==> config.mk <==
export PLATFORM = sky130hd
export DESIGN_NAME = pdu_input_cond
export DESIGN_NICKNAME = d
export VERILOG_FILES = /design/src/rtl/pdu_input_cond_pkg.sv /design/src/rtl/pdu_db_chan.sv /design/src/rtl/pdu_input_cond.sv
export SDC_FILE = /design/constraint.sdc
export NUM_CORES = 1
export LEC_CHECK = 0
export BUFFER_PORTS_ARGS = -buffer_cell sky130_fd_sc_hd__clkbuf_2
export CORE_UTILIZATION = 56
export CTS_CLUSTER_SIZE = 25
export DETAILED_ROUTE_END_ITERATION = 16
export PLACE_DENSITY = 0.71
export SKIP_CTS_REPAIR_TIMING = 1
export SLEW_MARGIN = 20
export SYNTH_ARGS = -nofsm -noshare
export SYNTH_HDL_FRONTEND = slang
export SYNTH_SLANG_ARGS = --single-unit
==> constraint.sdc <==
create_clock -name clk -period 2.4 [get_ports clk]
set_input_delay 0.36 -clock clk [delete_from_list [all_inputs] [get_ports clk]]
set_output_delay 0.36 -clock clk [all_outputs]
set_load 0.005 [all_outputs]
==> src/rtl/pdu_input_cond_pkg.sv <==
`default_nettype none
// ============================================================================
//  Module      : pdu_input_cond_pkg
//  Description : Shared constants and channel indices for the PDU input
//                conditioning block (board buttons and slide switches).
//  Revision    : 1.0 - initial release
// ============================================================================
package pdu_input_cond_pkg;

    // Channel counts on the board
    localparam int c_NUM_BTN = 5;
    localparam int c_NUM_SW  = 16;

    // Default debounce window: 10 ms at 100 MHz, and a counter wide enough for it
    localparam int c_DB_CYCLES_DFLT = 1_000_000;
    localparam int c_CNT_W_DFLT     = 20;

    // Bit positions of the push-buttons inside the packed button vector
    typedef enum logic [2:0] {
        BTN_DEL  = 3'd0,
        BTN_ENT  = 3'd1,
        BTN_CHK  = 3'd2,
        BTN_CONT = 3'd3,
        BTN_STEP = 3'd4
    } btn_idx_e;

endpackage : pdu_input_cond_pkg
`default_nettype wire

==> src/rtl/pdu_db_chan.sv <==
`default_nettype none
// ============================================================================
//  Module      : pdu_db_chan
//  Description : One input channel: 2-FF synchroniser, stability counter,
//                debounced level with post-reset arming, and a registered
//                single-cycle pulse on accepted edges (rising only, or both
//                directions when BOTH_EDGES is set).
//  Revision    : 1.0 - initial release
// ============================================================================
module pdu_db_chan
    import pdu_input_cond_pkg::*;
#(
    parameter int DB_CYCLES  = c_DB_CYCLES_DFLT,
    parameter int CNT_W      = c_CNT_W_DFLT,
    parameter bit BOTH_EDGES = 1'b0
) (
    input  logic clk,
    input  logic rstn,
    input  logic raw,
    output logic level,
    output logic pulse
);

    // Terminal count: the sample has differed for DB_CYCLES consecutive edges
    localparam logic [CNT_W-1:0] c_CNT_MAX = CNT_W'(DB_CYCLES - 1);

    logic             r_sync1;
    logic             r_sync2;
    logic [CNT_W-1:0] r_cnt;
    logic             r_level;
    logic             r_cand;
    logic             r_valid;
    logic             r_evt;
    logic             r_pulse;

    logic             w_s;
    logic             w_count;
    logic             w_done;

    // Two-stage synchroniser for the asynchronous board pin
    always_ff @(posedge clk or negedge rstn) begin
        if (!rstn) begin
            r_sync1 <= 1'b0;
            r_sync2 <= 1'b0;
        end else begin
            r_sync1 <= raw;
            r_sync2 <= r_sync1;
        end
    end

    // Once armed, count while the sample disagrees with the level; before
    // arming, count while the sample matches the current arming candidate.
    always_comb begin
        w_s     = r_sync2;
        w_count = r_valid ? (w_s != r_level) : (w_s == r_cand);
        w_done  = w_count && (r_cnt == c_CNT_MAX);
    end

    // Debounce counter, level, arming candidate and valid flag
    always_ff @(posedge clk or negedge rstn) begin
        if (!rstn) begin
            r_cnt   <= '0;
            r_level <= 1'b0;
            r_cand  <= 1'b0;
            r_valid <= 1'b0;
        end else if (!r_valid && (w_s != r_cand)) begin
            // Unarmed and the input moved: restart the arming window on the new value
            r_cand <= w_s;
            r_cnt  <= '0;
        end else if (w_done) begin
            r_level <= w_s;
            r_valid <= 1'b1;
            r_cnt   <= '0;
        end else if (w_count) begin
            r_cnt <= r_cnt + CNT_W'(1);
        end else begin
            r_cnt <= '0;
        end
    end

    // Edge event at acceptance, then the output pulse one cycle later;
    // the arming acceptance never produces an event.
    always_ff @(posedge clk or negedge rstn) begin
        if (!rstn) begin
            r_evt   <= 1'b0;
            r_pulse <= 1'b0;
        end else begin
            r_evt   <= w_done && r_valid && (BOTH_EDGES || w_s);
            r_pulse <= r_evt;
        end
    end

    assign level = r_level;
    assign pulse = r_pulse;

endmodule : pdu_db_chan
`default_nettype wire

==> src/rtl/pdu_input_cond.sv <==
`default_nettype none
// ============================================================================
//  Module      : pdu_input_cond
//  Description : Conditions the raw board buttons and slide switches for the
//                PDU control FSM: every channel is synchronised, debounced and
//                turned into a single-cycle pulse. Buttons pulse on press only;
//                switches pulse on either toggle direction.
//  Revision    : 1.0 - initial release
// ============================================================================
module pdu_input_cond
    import pdu_input_cond_pkg::*;
#(
    parameter int DB_CYCLES = c_DB_CYCLES_DFLT,
    parameter int CNT_W     = c_CNT_W_DFLT
) (
    input  logic                clk,
    input  logic                rstn,
    input  logic                step,
    input  logic                cont,
    input  logic                chk,
    input  logic                ent,
    input  logic                del,
    input  logic [c_NUM_SW-1:0] hd,
    output logic                step_ps,
    output logic                cont_ps,
    output logic                chk_ps,
    output logic                ent_ps,
    output logic                del_ps,
    output logic [c_NUM_SW-1:0] hd_ps,
    output logic [c_NUM_SW-1:0] hd_lvl
);

    logic [c_NUM_BTN-1:0] w_btn_raw;
    logic [c_NUM_BTN-1:0] w_btn_ps;
    logic [c_NUM_BTN-1:0] w_btn_lvl_unused;

    // Gather the named buttons into one vector so they share a generate loop
    always_comb begin
        w_btn_raw           = '0;
        w_btn_raw[BTN_STEP] = step;
        w_btn_raw[BTN_CONT] = cont;
        w_btn_raw[BTN_CHK]  = chk;
        w_btn_raw[BTN_ENT]  = ent;
        w_btn_raw[BTN_DEL]  = del;
    end

    // Buttons: press-only pulses; the debounced level is not consumed upstream
    generate
        for (genvar gi = 0; gi < c_NUM_BTN; gi++) begin : g_btn
            pdu_db_chan #(
                .DB_CYCLES  (DB_CYCLES),
                .CNT_W      (CNT_W),
                .BOTH_EDGES (1'b0)
            ) u_chan (
                .clk   (clk),
                .rstn  (rstn),
                .raw   (w_btn_raw[gi]),
                .level (w_btn_lvl_unused[gi]),
                .pulse (w_btn_ps[gi])
            );
        end
    endgenerate

    // Switches: pulse on every accepted toggle, level exported
    generate
        for (genvar gi = 0; gi < c_NUM_SW; gi++) begin : g_sw
            pdu_db_chan #(
                .DB_CYCLES  (DB_CYCLES),
                .CNT_W      (CNT_W),
                .BOTH_EDGES (1'b1)
            ) u_chan (
                .clk   (clk),
                .rstn  (rstn),
                .raw   (hd[gi]),
                .level (hd_lvl[gi]),
                .pulse (hd_ps[gi])
            );
        end
    endgenerate

    assign step_ps = w_btn_ps[BTN_STEP];
    assign cont_ps = w_btn_ps[BTN_CONT];
    assign chk_ps  = w_btn_ps[BTN_CHK];
    assign ent_ps  = w_btn_ps[BTN_ENT];
    assign del_ps  = w_btn_ps[BTN_DEL];

endmodule : pdu_input_cond
`default_nettype wire

## After elaboration in Yosys (flattened, before gate mapping)

Cells that the tools add are included.

- Bits in registers: 567
- Bits in latches: 0
- Memory bits (writable): 0
- ROM bits: 0
- Input port bits: 23
- Word-level logic and storage cells: 488
- Memories kept: 0

- Add/sub/neg operators: 21
- Multiply operators: 0
- Div/mod/pow operators: 0
- $lt $le $gt $ge: 0
- Equality and inequality tests: 84
- Shift operators: 0
- Mux-type cells: 84
- Bitwise operators: 21
- Reduce and logical (&&, ||, !) cells: 110

Operators by type and width:

| kind | number |
|---|---|
| two-way mux 20 bit | 63 |
| adder 20 x 1 -> 20 bit, second input constant | 21 |
| equality test 20 bit, second input constant | 21 |
| logical AND 1 bit | 68 |
| != test 1 bit | 42 |
| AND reduction 2 bit | 21 |
| equality test 1 bit | 21 |
| zero test 1 bit | 21 |
| two-way mux 1 bit | 21 |
| inverter 1 bit | 21 |

## Longest topological paths before layout

Gate-level depths: netlist of the first run.

- Depth in word-level cells: 5
- Depth in mapped cells: 7
- Mapped depth without buffers: 5

## By module

From an unflattened synthesis of the first run, not the netlist that was laid out.

- Cell total of the unflattened synthesis: 2,772
- Area total of the unflattened synthesis: 28,925.2 um^2

Modules (own cells, without submodules):

| module | times used | cells each | area an instance (um^2) | sequential area each (um^2) |
|---|---|---|---|---|
| pdu_db_chan at g_sw[0].u_chan ... | 15 | 131 | 1,387.6 | 675.6 |
| pdu_db_chan at g_btn[0].u_chan ... | 5 | 135 | 1,343.8 | 675.6 |
| pdu_db_chan at g_sw[9].u_chan | 1 | 132 | 1,392.6 | 675.6 |

## Worst setup path before layout of the first run

OpenSTA, ideal clock, no wires.

- Path type: flip-flop to flip-flop
- From: register g_sw[9].u_chan.r_cnt[15]
- To: register g_sw[9].u_chan.r_cnt[10]
- Setup time: 119 ps
- Data arrival time: 2,017 ps
- Required time: 2,281 ps
- Setup slack: 264 ps
- Cell stages (with the launch flop): 7
- Period minus slack after synthesis: 2,136 ps
- Cell sequence: dfrtp_1 -> or4_1 -> or4_1 -> buf_2 -> o211ai_4 -> buf_8 -> nor2_2

- Longest elaborated chain between the ends: 4

Ends and longest elaborated chain:

| item | RTL line | RTL |
|---|---|---|
| start: declaration | pdu_db_chan.sv:29 | `logic [CNT_W-1:0] r_cnt;` |
| start signal: assignment | pdu_db_chan.sv:75 | `r_cnt <= r_cnt + CNT_W'(1);` |
| equality test 20 bit | pdu_db_chan.sv:56 | `w_done = w_count && (r_cnt == c_CNT_MAX);` |
| logical AND 1 bit | pdu_db_chan.sv:56 |  |
| two-way mux 20 bit | pdu_db_chan.sv:70 | `end else if (w_done) begin` |
| two-way mux 20 bit | pdu_db_chan.sv:66 | `end else if (!r_valid && (w_s != r_cand)) begin` |

No other way between the ends.
A chain may end at the register's enable or synchronous reset.

## Worst setup path in the final report of the first run

- From: register g_sw[9].u_chan.r_cnt[15]
- To: register g_sw[9].u_chan.r_level

- Longest elaborated chain between the ends: 3

Ends and longest elaborated chain:

| item | RTL line | RTL |
|---|---|---|
| equality test 20 bit | pdu_db_chan.sv:56 |  |
| logical AND 1 bit | pdu_db_chan.sv:56 |  |
| AND reduction 2 bit (no source line) | n/a |  |
| end signal: assignment | pdu_db_chan.sv:71 | `r_level <= w_s;` |
| end: declaration | pdu_db_chan.sv:30 | `logic r_level;` |

No other way between the ends.

==> results.sh, run 1 <==
export IMPL_slowest_delay_ns=0.66
export IMPL_drt_initial_drc_count=1342
export IMPL_ys_flop_type="dfrtp_1"
export IMPL_wl_um=51200
export IMPL_rows=80
export IMPL_outcome="finished, final reports clean"
export IMPL_antenna_left=0
export IMPL_rsz0062_at_grt="false"
export IMPL_maxSlewViolCount=0
export IMPL_max_freq_ghz=0.447
export IMPL_die_y_um=223
export IMPL_synth_top_cell_area_share_pct=51.9
export IMPL_async_flop_share_pct=100
export IMPL_synthCells=2741
export IMPL_first_pass_iters=5
export IMPL_path_cells="or4_1 > or4_1 > o21ai_0 > or3b_1"
export IMPL_grt_overflow=0
export IMPL_grt_pass1_vias=19863
export IMPL_clkPwrFrac_pct=45.5
export IMPL_n_fill_cell=3835
export IMPL_regArea_mm2=0.0142
export IMPL_multi_input_area_mm2=0.0122
export IMPL_ys_types=63
export IMPL_synthToLayoutAreaGrowth_pct=11.5
export IMPL_diodes=0
export IMPL_viasPerCell=5.87
export IMPL_power_density_mw_per_mm2=660
export IMPL_worst_pin_slew_ns=0.891
export IMPL_critPathLaunchType="flip-flop"
export IMPL_combPwrFrac_pct=4.7
export IMPL_clk_latency_ns=0.63
export IMPL_synth_top_area_cell="dfrtp_1"
export IMPL_synth_edf_count=0
export IMPL_power_leakage_nw=12.3
export IMPL_clkSinkCount=567
export IMPL_setup_viol=0
export IMPL_cts_made_buffers=59
export IMPL_worstSetupPathType="flip-flop to flip-flop"
export IMPL_crit_path_end_kind="flip-flop"
export IMPL_syn_area_mm2=0.0274
export IMPL_syn_nets=2785
export IMPL_die_area_mm2=0.0497
export IMPL_drive_gt1_share_pct=10.1
export IMPL_crit_family="simple AND/OR/NAND/NOR gates"
export IMPL_cp_arrival_ns=2.74
export IMPL_p_sw_share_pct=23.2
export IMPL_clock_root_buffer="clkbuf_16"
export IMPL_fp_coreArea_mm2=0.0479
export IMPL_io_buffers=59
export IMPL_period_share_pct=93.3
export IMPL_holdWs_ns=0.336
export IMPL_path_clk_slew_ns=0.06
export IMPL_max_cap_violations=0
export IMPL_vias=20391
export IMPL_hp_class="input pin to async pin"
export IMPL_finalNetCount=2850
export IMPL_slowest_stage="or4_1"
export IMPL_path_buf_inv=0
export IMPL_initial_core_util_pct=57.1
export IMPL_crit_top_cell="or4_1"
export IMPL_skew_ns=0.0171
export IMPL_place_gp_congestion=0.849
export IMPL_yosys_warnings=0
export IMPL_dpl_hpwl_um=33600
export IMPL_cts_tree="yes"
export IMPL_seq_area_frac_synth_pct=51.9
export IMPL_cts_buffer_depth=3
export IMPL_die_w_um=223
export IMPL_grt_pass1_wl_um=90900
export IMPL_drc=0
export IMPL_grt_max_degree=68
export IMPL_critPathMaxFanout=5
export IMPL_p_switching_mw=4.67
export IMPL_hold_violations=0
export IMPL_p_seq_share_pct=49.8
export IMPL_htree_num_levels=2
export IMPL_grt_antenna_before_repair=0
export IMPL_synth_area_leaders="dfrtp_1, xnor2_1, xor2_1, nor3_1, nor2_1"
export IMPL_wl_per_cell_um=14.7
export IMPL_slew_headroom_pct=40.2
export IMPL_synth_area_per_cell_um2=9.98
export IMPL_power_internal_mw=15.5
export IMPL_ys_seq_elements=567
export IMPL_grt_util_all_layers_pct=21.2
export IMPL_fin_tns_setup_ns=0
export IMPL_ios=60
export IMPL_timing_final_crit_period_ns=2.24
export IMPL_ir_worst_vdd_v=0.000514
export IMPL_required_ns=2.90
[worst paths after layout]
kind | end | depth (start not counted) | from | slack, ns
setup / recovery | g_sw[9].u_chan.level | 4 | g_sw[9].u_chan.r_cnt[15] | 0.16
hold / removal | g_sw[3].u_chan.r_valid | 2 | rstn | 0.34
setup reg to reg | g_sw[9].u_chan.level | 4 | g_sw[9].u_chan.r_cnt[15] | 0.16
hold reg to reg | g_sw[4].u_chan.pulse | 0 | g_sw[4].u_chan.r_evt | 0.35
max in group asynchronous | g_sw[14].u_chan.r_cnt[1] | 3 | rstn | 1.28
min in group clk | g_sw[4].u_chan.pulse | 0 | g_sw[4].u_chan.r_evt | 0.35
[stage by stage]
stage / worst slack (ns) / power, mW / instance area, um2 / utilization [%] / cells
finish: 0.162 / 20.1 / 30500 / 63.6 / 3471
global route: 0.0226 / 21.0 / 30500 / 63.6 / 3471
CTS: 0.149 / 20.4 / 30300 / 63.2 / 3449
detailed placement: 0.155 / 11.1 / 28300 / 59.1 / 3338
global placement: 0.201 / 11.1 / 28300 / 59.1 / 3338
floorplan: 0.264 / 10.7 / 27400 / - / 2741
[synth_stat cells (all sizes together) (4+ instances only)]
master,count
a21oi,78
inv,81
nor3b,11
or4,81
nor2b,21
nor2,220
clkbuf,90
mux2,25
o41ai,9
a21o,12
o211ai,11
and2,24
a211oi,57
o21ai,115
xor2,101
and4,27
xnor2,171
dfrtp,567
o31ai,54
nand4,84
or4b,10
nand2,187
o21a,5
nand3,146
nand4b,15
nor4b,25
buf,45
ha,21
or3,100
or3b,10
or2,10
nand3b,6
nor3,176
nor4,72
and3,47
and3b,4
[layout make-up]
class                   count  area share (%)
flip-flops and latches    567            46.5
clock inverters            33            1.10
well taps                 615            2.52
repair buffers            139            3.48
multi-input cells        1958            40.1
clock buffers              78            5.33
inverters                  81           0.996
[layout by cell type (no fill, tap or decap), types with 54 or more instances in the layout]
master and instances:
nand3_1 145, o21ai_0 115, nor4_1 72, nor3_1 173, xor2_1 101, xnor2_1 171, nand2_1 187, a21oi_1 78
clkbuf_2 58, o31ai_1 54, a211oi_1 57, or3_1 100, inv_1 81, clkbuf_16 59, nand4_1 82, nor2_1 209
or4_1 81, dfrtp_1 567
[kinds of logic after synthesis]
family / Yosys count / synth area share (%)
muxes: 26 / 1.07
buffers and inverters: 216 / 3.52
adders and majority gates: 21 / 0.960
DFF: 567 / 51.9
AOI/OAI and AO/OA: 357 / 8.22
and+or+nand+nor: 1282 / 25.7
xor gates and xnor gates: 272 / 8.71
[sequential cells by signal (all words and copies together) (netlist names), 16 cells and up]
signal,count
g_sw.u_chan.r_sync1,16
g_sw.u_chan.r_cnt,320
g_sw.u_chan.pulse,16
g_sw.u_chan.level,16
g_sw.u_chan.r_evt,16
g_btn.u_chan.r_cnt,100
g_sw.u_chan.r_valid,16
g_sw.u_chan.r_sync2,16
g_sw.u_chan.r_cand,16
[power by group through the flow]
stage               clock [mW]  combinational [mW]  sequential [mW]
floorplan                    0               0.569             10.1
finish                    9.17               0.945             10.0
detailed placement           0               0.940             10.2
global route              9.83                1.09             10.1
global placement             0               0.905             10.2
CTS                       9.46               0.947             10.0
[routing by layer]
metal | up-vias | GRT usage [%] | wire length, um
li1 | 10030 | - | -
met1 | 10046 | 28.5 | 23900
met2 | 242 | 36.1 | 24800
met3 | 73 | 3.20 | 1580
met4 | 0 | 5.72 | 945
met5 | - | 0 | 0
(Power assumes the default switching activity.)
==> run 2, diff against run 1 <==
--- a/config.mk
+++ b/config.mk
@@ -7,7 +7,8 @@
 export LEC_CHECK = 0
 export BUFFER_PORTS_ARGS = -buffer_cell sky130_fd_sc_hd__clkbuf_2
 export CORE_UTILIZATION = 56
-export CTS_CLUSTER_SIZE = 25
+export CTS_BUF_LIST = sky130_fd_sc_hd__clkbuf_8 sky130_fd_sc_hd__clkbuf_16
+export CTS_CLUSTER_SIZE = 28
 export DETAILED_ROUTE_END_ITERATION = 16
 export PLACE_DENSITY = 0.71
 export SKIP_CTS_REPAIR_TIMING = 1
==> results.sh, run 2 (same netlist as run 1, synthesis figures left out) <==
export IMPL_cp_arrival_ns=2.74
export IMPL_maxSlewViolCount=0
export IMPL_reg2reg_depth=4
export IMPL_mostFrequentLayoutCells="dfrtp_1, nor2_1, nand2_1"
export IMPL_initial_core_util_pct=57.1
export IMPL_fin_ws_ns=0.162
export IMPL_ios=60
export IMPL_timing_final_crit_period_ns=2.24
export IMPL_max_freq_ghz=0.447
export IMPL_clk_latency_ns=0.63
export IMPL_period_share_pct=93.3
export IMPL_setup_viol=0
export IMPL_htree_num_levels=2
export IMPL_outcome="finished, final reports clean"
export IMPL_antenna_left=0
export IMPL_postLayoutCoreUtil_pct=63.6
export IMPL_hp_class="input pin to async pin"
export IMPL_r2r_end="g_sw[9].u_chan.level"
export IMPL_highest_layer="met4"
export IMPL_power_density_mw_per_mm2=659
export IMPL_dp_cells=3338
export IMPL_skew_ns=0.0165
export IMPL_clkSinkCount=567
export IMPL_largest_reg_flops=320
export IMPL_wl_per_cell_um=14.7
export IMPL_critPathMaxFanout=5
export IMPL_worst_pin_slew_ns=0.893
export IMPL_grt_overflow=0
export IMPL_max_cap_violations=0
export IMPL_dpl_hpwl_um=33600
export IMPL_ir_worst_vdd_v=0.000514
export IMPL_drc=0
export IMPL_fin_tns_setup_ns=0
export IMPL_grt_antenna_before_repair=0
export IMPL_slew_headroom_pct=40.1
export IMPL_dr_wl_met3_um=1590
export IMPL_worst_r2r_startpoint="g_sw[9].u_chan.r_cnt[15]"
export IMPL_wl_met2_um=24800
export IMPL_hold_violations=0
export IMPL_finalNetCount=2850
export IMPL_p_total_mw=20.1
export IMPL_clock_root_buffer="clkbuf_16"
export IMPL_synthToLayoutAreaGrowth_pct=11.5
export IMPL_vias=20397
export IMPL_n_fill_cell=3835
export IMPL_die_y_um=223
export IMPL_slowest_delay_ns=0.66
export IMPL_final_cell_area_mm2=0.0305
export IMPL_path_cells="or4_1 > or4_1 > o21ai_0 > or3b_1"
export IMPL_final_common_cell="dfrtp_1"
export IMPL_final_cells=3471
export IMPL_wl_um=51200
export IMPL_fp_coreArea_mm2=0.0479
export IMPL_grt_pass1_wl_um=90900
export IMPL_holdWs_ns=0.335
export IMPL_critPathLaunch="g_sw[9].u_chan.r_cnt[15]"
export IMPL_top_regs="g_sw.u_chan.r_cnt: 320 flops, g_btn.u_chan.r_cnt: 100 flops"
export IMPL_crit_family="simple AND/OR/NAND/NOR gates"
export IMPL_critPathLaunchType="flip-flop"
export IMPL_required_ns=2.90
export IMPL_worstSetupPathType="flip-flop to flip-flop"
export IMPL_grt_max_degree=68
export IMPL_m1WireLength_um=23800
export IMPL_rows=80
export IMPL_path_buf_inv=0
export IMPL_cts_buffer_depth=3
export IMPL_cts_made_buffers=59
export IMPL_grt_util_all_layers_pct=21.2
export IMPL_crit_path_end_kind="flip-flop"
export IMPL_diodes=0
export IMPL_rrSetupSlack_ns=0.16
export IMPL_post_dp_cell_area_mm2=0.0283
export IMPL_die_area_mm2=0.0497
export IMPL_io_buffers=59
export IMPL_cts_tree="yes"
export IMPL_power_leakage_nw=12.3
export IMPL_regMostFlops="g_sw.u_chan.r_cnt"
export IMPL_drt_initial_drc_count=1345
export IMPL_dpl_worst_slack_ns=0.155
export IMPL_place_gp_congestion=0.849
export IMPL_first_pass_iters=6
export IMPL_drive_gt1_share_pct=10.1
export IMPL_slowest_stage="or4_1"
export IMPL_rsz0062_at_grt="false"
export IMPL_path_clk_slew_ns=0.06
export IMPL_viasPerCell=5.88
export IMPL_die_w_um=223
export IMPL_grt_pass1_vias=19863
export IMPL_crit_top_cell="or4_1"
==> run 2: layer usage <==
metal / vias up / track usage (%)
met1: 10043 / 28.5
met5: - / 0
met4: 0 / 5.72
li1: 10033 / -
met3: 73 / 3.20
met2: 248 / 36.1
==> run 2: worst max path at each step <==
stage | to | slack [ns] | cells after the start
2_1_floorplan | g_sw[9].u_chan.r_cnt[10] | 0.26 | 6
3_3_place_gp | g_sw[9].u_chan.level | 0.20 | 4
3_5_place_dp | g_btn[3].u_chan.r_cnt[9] | 0.16 | 4
4_1_cts | g_btn[3].u_chan.r_cnt[9] | 0.15 | 4
5_1_grt | g_btn[3].u_chan.r_cnt[9] | 0.02 | 4
6_report | g_sw[9].u_chan.level | 0.16 | 4
==> run 2: worst reg2reg max path: stages (launching register included) <==
cell and delay (ns):
dfrtp_1 0.40, or4_1 0.51, or4_1 0.66, o21ai_0 0.19, or3b_1 0.36
==> run 2: final cells by class <==
type	count	area [um2]	area share, %
clock buffer	67	1590	5.20
multi-input combinational	1958	12200	40.1
inverter	81	304	0.996
timing repair buffer	139	1060	3.48
tap	615	769	2.52
clock inverter	44	378	1.24
sequential	567	14200	46.5
==> run 2: where the power goes <==
part	switching, mW	internal [mW]	total [mW]
clock	3.84	5.28	9.12
combinational	0.587	0.358	0.945
sequential	0.249	9.78	10.0
==> run 3, diff against run 2 <==
--- a/config.mk
+++ b/config.mk
@@ -6,11 +6,11 @@
 export NUM_CORES = 1
 export LEC_CHECK = 0
 export BUFFER_PORTS_ARGS = -buffer_cell sky130_fd_sc_hd__clkbuf_2
-export CORE_UTILIZATION = 56
+export CORE_UTILIZATION = 25
 export CTS_BUF_LIST = sky130_fd_sc_hd__clkbuf_8 sky130_fd_sc_hd__clkbuf_16
 export CTS_CLUSTER_SIZE = 28
 export DETAILED_ROUTE_END_ITERATION = 16
-export PLACE_DENSITY = 0.71
+export PLACE_DENSITY = 0.49
 export SKIP_CTS_REPAIR_TIMING = 1
 export SLEW_MARGIN = 20
 export SYNTH_ARGS = -nofsm -noshare
==> constraint.sdc (replaced) <==
create_clock -name clk -period 2.6 [get_ports clk]
set_input_delay 0.39 -clock clk [delete_from_list [all_inputs] [get_ports clk]]
set_output_delay 0.39 -clock clk [all_outputs]
set_load 0.005 [all_outputs]
==> results.sh, run 3 (same netlist as run 1, synthesis figures left out) <==
export IMPL_slew_headroom_pct=46.5
export IMPL_clkSinkCount=567
export IMPL_cp_arrival_ns=2.75
export IMPL_wl_per_cell_um=13.0
export IMPL_io_buffers=59
export IMPL_period_share_pct=87.2
export IMPL_slowest_stage="or4_1"
export IMPL_crit_family="simple AND/OR/NAND/NOR gates"
export IMPL_final_cells=4272
export IMPL_grt_util_all_layers_pct=10.1
export IMPL_max_cap_violations=0
export IMPL_grt_max_degree=99
export IMPL_grt_overflow=0
export IMPL_wl_um=55600
export IMPL_slowest_delay_ns=0.63
export IMPL_timing_final_crit_period_ns=2.27
export IMPL_drt_initial_drc_count=998
export IMPL_die_area_mm2=0.111
export IMPL_dpl_hpwl_um=35100
export IMPL_initial_core_util_pct=25.4
export IMPL_path_clk_slew_ns=0.05
export IMPL_antenna_left=0
export IMPL_cts_buffer_depth=3
export IMPL_critPathLaunchType="flip-flop"
export IMPL_ir_worst_vdd_v=0.000422
export IMPL_critPathMaxFanout=19
export IMPL_path_cells="or4b_1 > or4_1 > nor2_4 > nor3_1"
export IMPL_fp_coreArea_mm2=0.108
export IMPL_worst_pin_slew_ns=0.796
export IMPL_clock_root_buffer="clkbuf_16"
export IMPL_path_buf_inv=0
export IMPL_drc=0
export IMPL_regMostFlops="g_sw.u_chan.r_cnt"
export IMPL_outcome="finished, final reports clean"
export IMPL_dp_cells=4125
export IMPL_viasPerCell=4.68
export IMPL_largest_reg_flops=320
export IMPL_diodes=0
export IMPL_grt_pass1_vias=19447
export IMPL_skew_ns=0.0196
export IMPL_required_ns=3.08
export IMPL_vias=20009
export IMPL_cts_made_buffers=71
export IMPL_max_freq_ghz=0.441
export IMPL_hp_class="input pin to async pin"
export IMPL_clk_latency_ns=0.63
export IMPL_grt_pass1_wl_um=96200
export IMPL_cts_tree="yes"
export IMPL_mostFrequentLayoutCells="dfrtp_1, nor2_1, nand2_1"
export IMPL_die_w_um=333
export IMPL_power_density_mw_per_mm2=631
export IMPL_setup_viol=0
export IMPL_crit_path_end_kind="flip-flop"
export IMPL_rows=120
export IMPL_worstSetupPathType="flip-flop to flip-flop"
export IMPL_maxSlewViolCount=0
export IMPL_fin_tns_setup_ns=0
export IMPL_first_pass_iters=6
export IMPL_place_gp_congestion=0.745
export IMPL_top_regs="g_sw.u_chan.r_cnt: 320 flops, g_btn.u_chan.r_cnt: 100 flops"
export IMPL_grt_antenna_before_repair=2
export IMPL_power_leakage_nw=12.5
export IMPL_synthToLayoutAreaGrowth_pct=16.5
export IMPL_drive_gt1_share_pct=10.4
export IMPL_die_y_um=333
export IMPL_ios=60
export IMPL_finalNetCount=2861
export IMPL_final_common_cell="dfrtp_1"
export IMPL_htree_num_levels=3
export IMPL_hold_violations=0
export IMPL_rsz0062_at_grt="false"
## run 3: cell types whose count changed in the layout (fill, tap and decap cells not counted), sizes merged
cell,delta
clkinv,-6
clkbuf,+18
bufinv,+1
inv,+3
buf,-1
clkinvlp,-2
## run 3: through the flow
step                hold slack (ns)  instance area (um2)  setup slack [ns]  power, mW  utilization [%]
finish                        0.268                31900             0.332       20.1             29.6
global route                  0.279                31900             0.207       21.1             29.6
CTS                          -0.366                31600             0.328       20.6             29.4
detailed placement            0.333                29300             0.330       10.3             27.2
global placement              0.332                29300             0.349       10.3             27.2
floorplan                    0.0944                27400             0.464       9.87                -
## run 3: power by group
part | switching, mW | leakage [nW] | internal, mW
Sequential | 0.225 | 7.72 | 9.03
Combinational | 0.550 | 3.59 | 0.327
Clock | 3.96 | 1.21 | 6.03
Total | 4.73 | 12.5 | 15.4
## run 3: final timing paths
kind	from	end	slack (ns)	cells after the start
worst max-delay path	g_btn[3].u_chan.r_cnt[12]	g_btn[3].u_chan.r_cnt[3]	0.33	4
worst min-delay path	rstn	g_sw[7].u_chan.r_sync2	0.27	2
worst max register to register	g_btn[3].u_chan.r_cnt[12]	g_btn[3].u_chan.r_cnt[3]	0.33	4
worst min register to register	g_sw[0].u_chan.r_evt	g_sw[0].u_chan.pulse	0.34	0
max in group asynchronous	rstn	g_sw[15].u_chan.r_cnt[5]	1.39	3
min in group clk	g_sw[0].u_chan.r_evt	g_sw[0].u_chan.pulse	0.34	0
## run 3: layout make-up
cell class / instances / area (um2)
flip-flops and latches: 567 / 14200
repair buffers: 138 / 1040
clock buffers: 85 / 1990
multi-input cells: 1958 / 12200
well taps: 1403 / 1760
fillers: 11265 / 75900
clock inverters: 40 / 360
inverters: 81 / 304
## run 3: metal layers
layer  vias to the layer above  share of wire [%]  wire length, um  global-route usage [%]
met5                         -              0.018               10                       0
met4                         2                2.5             1390                    3.96
met3                        88                3.7             2060                    2.09
met2                       206                 44            24500                    15.6
met1                      9653                 50            27700                    13.8
li1                      10060                  -                -                       -
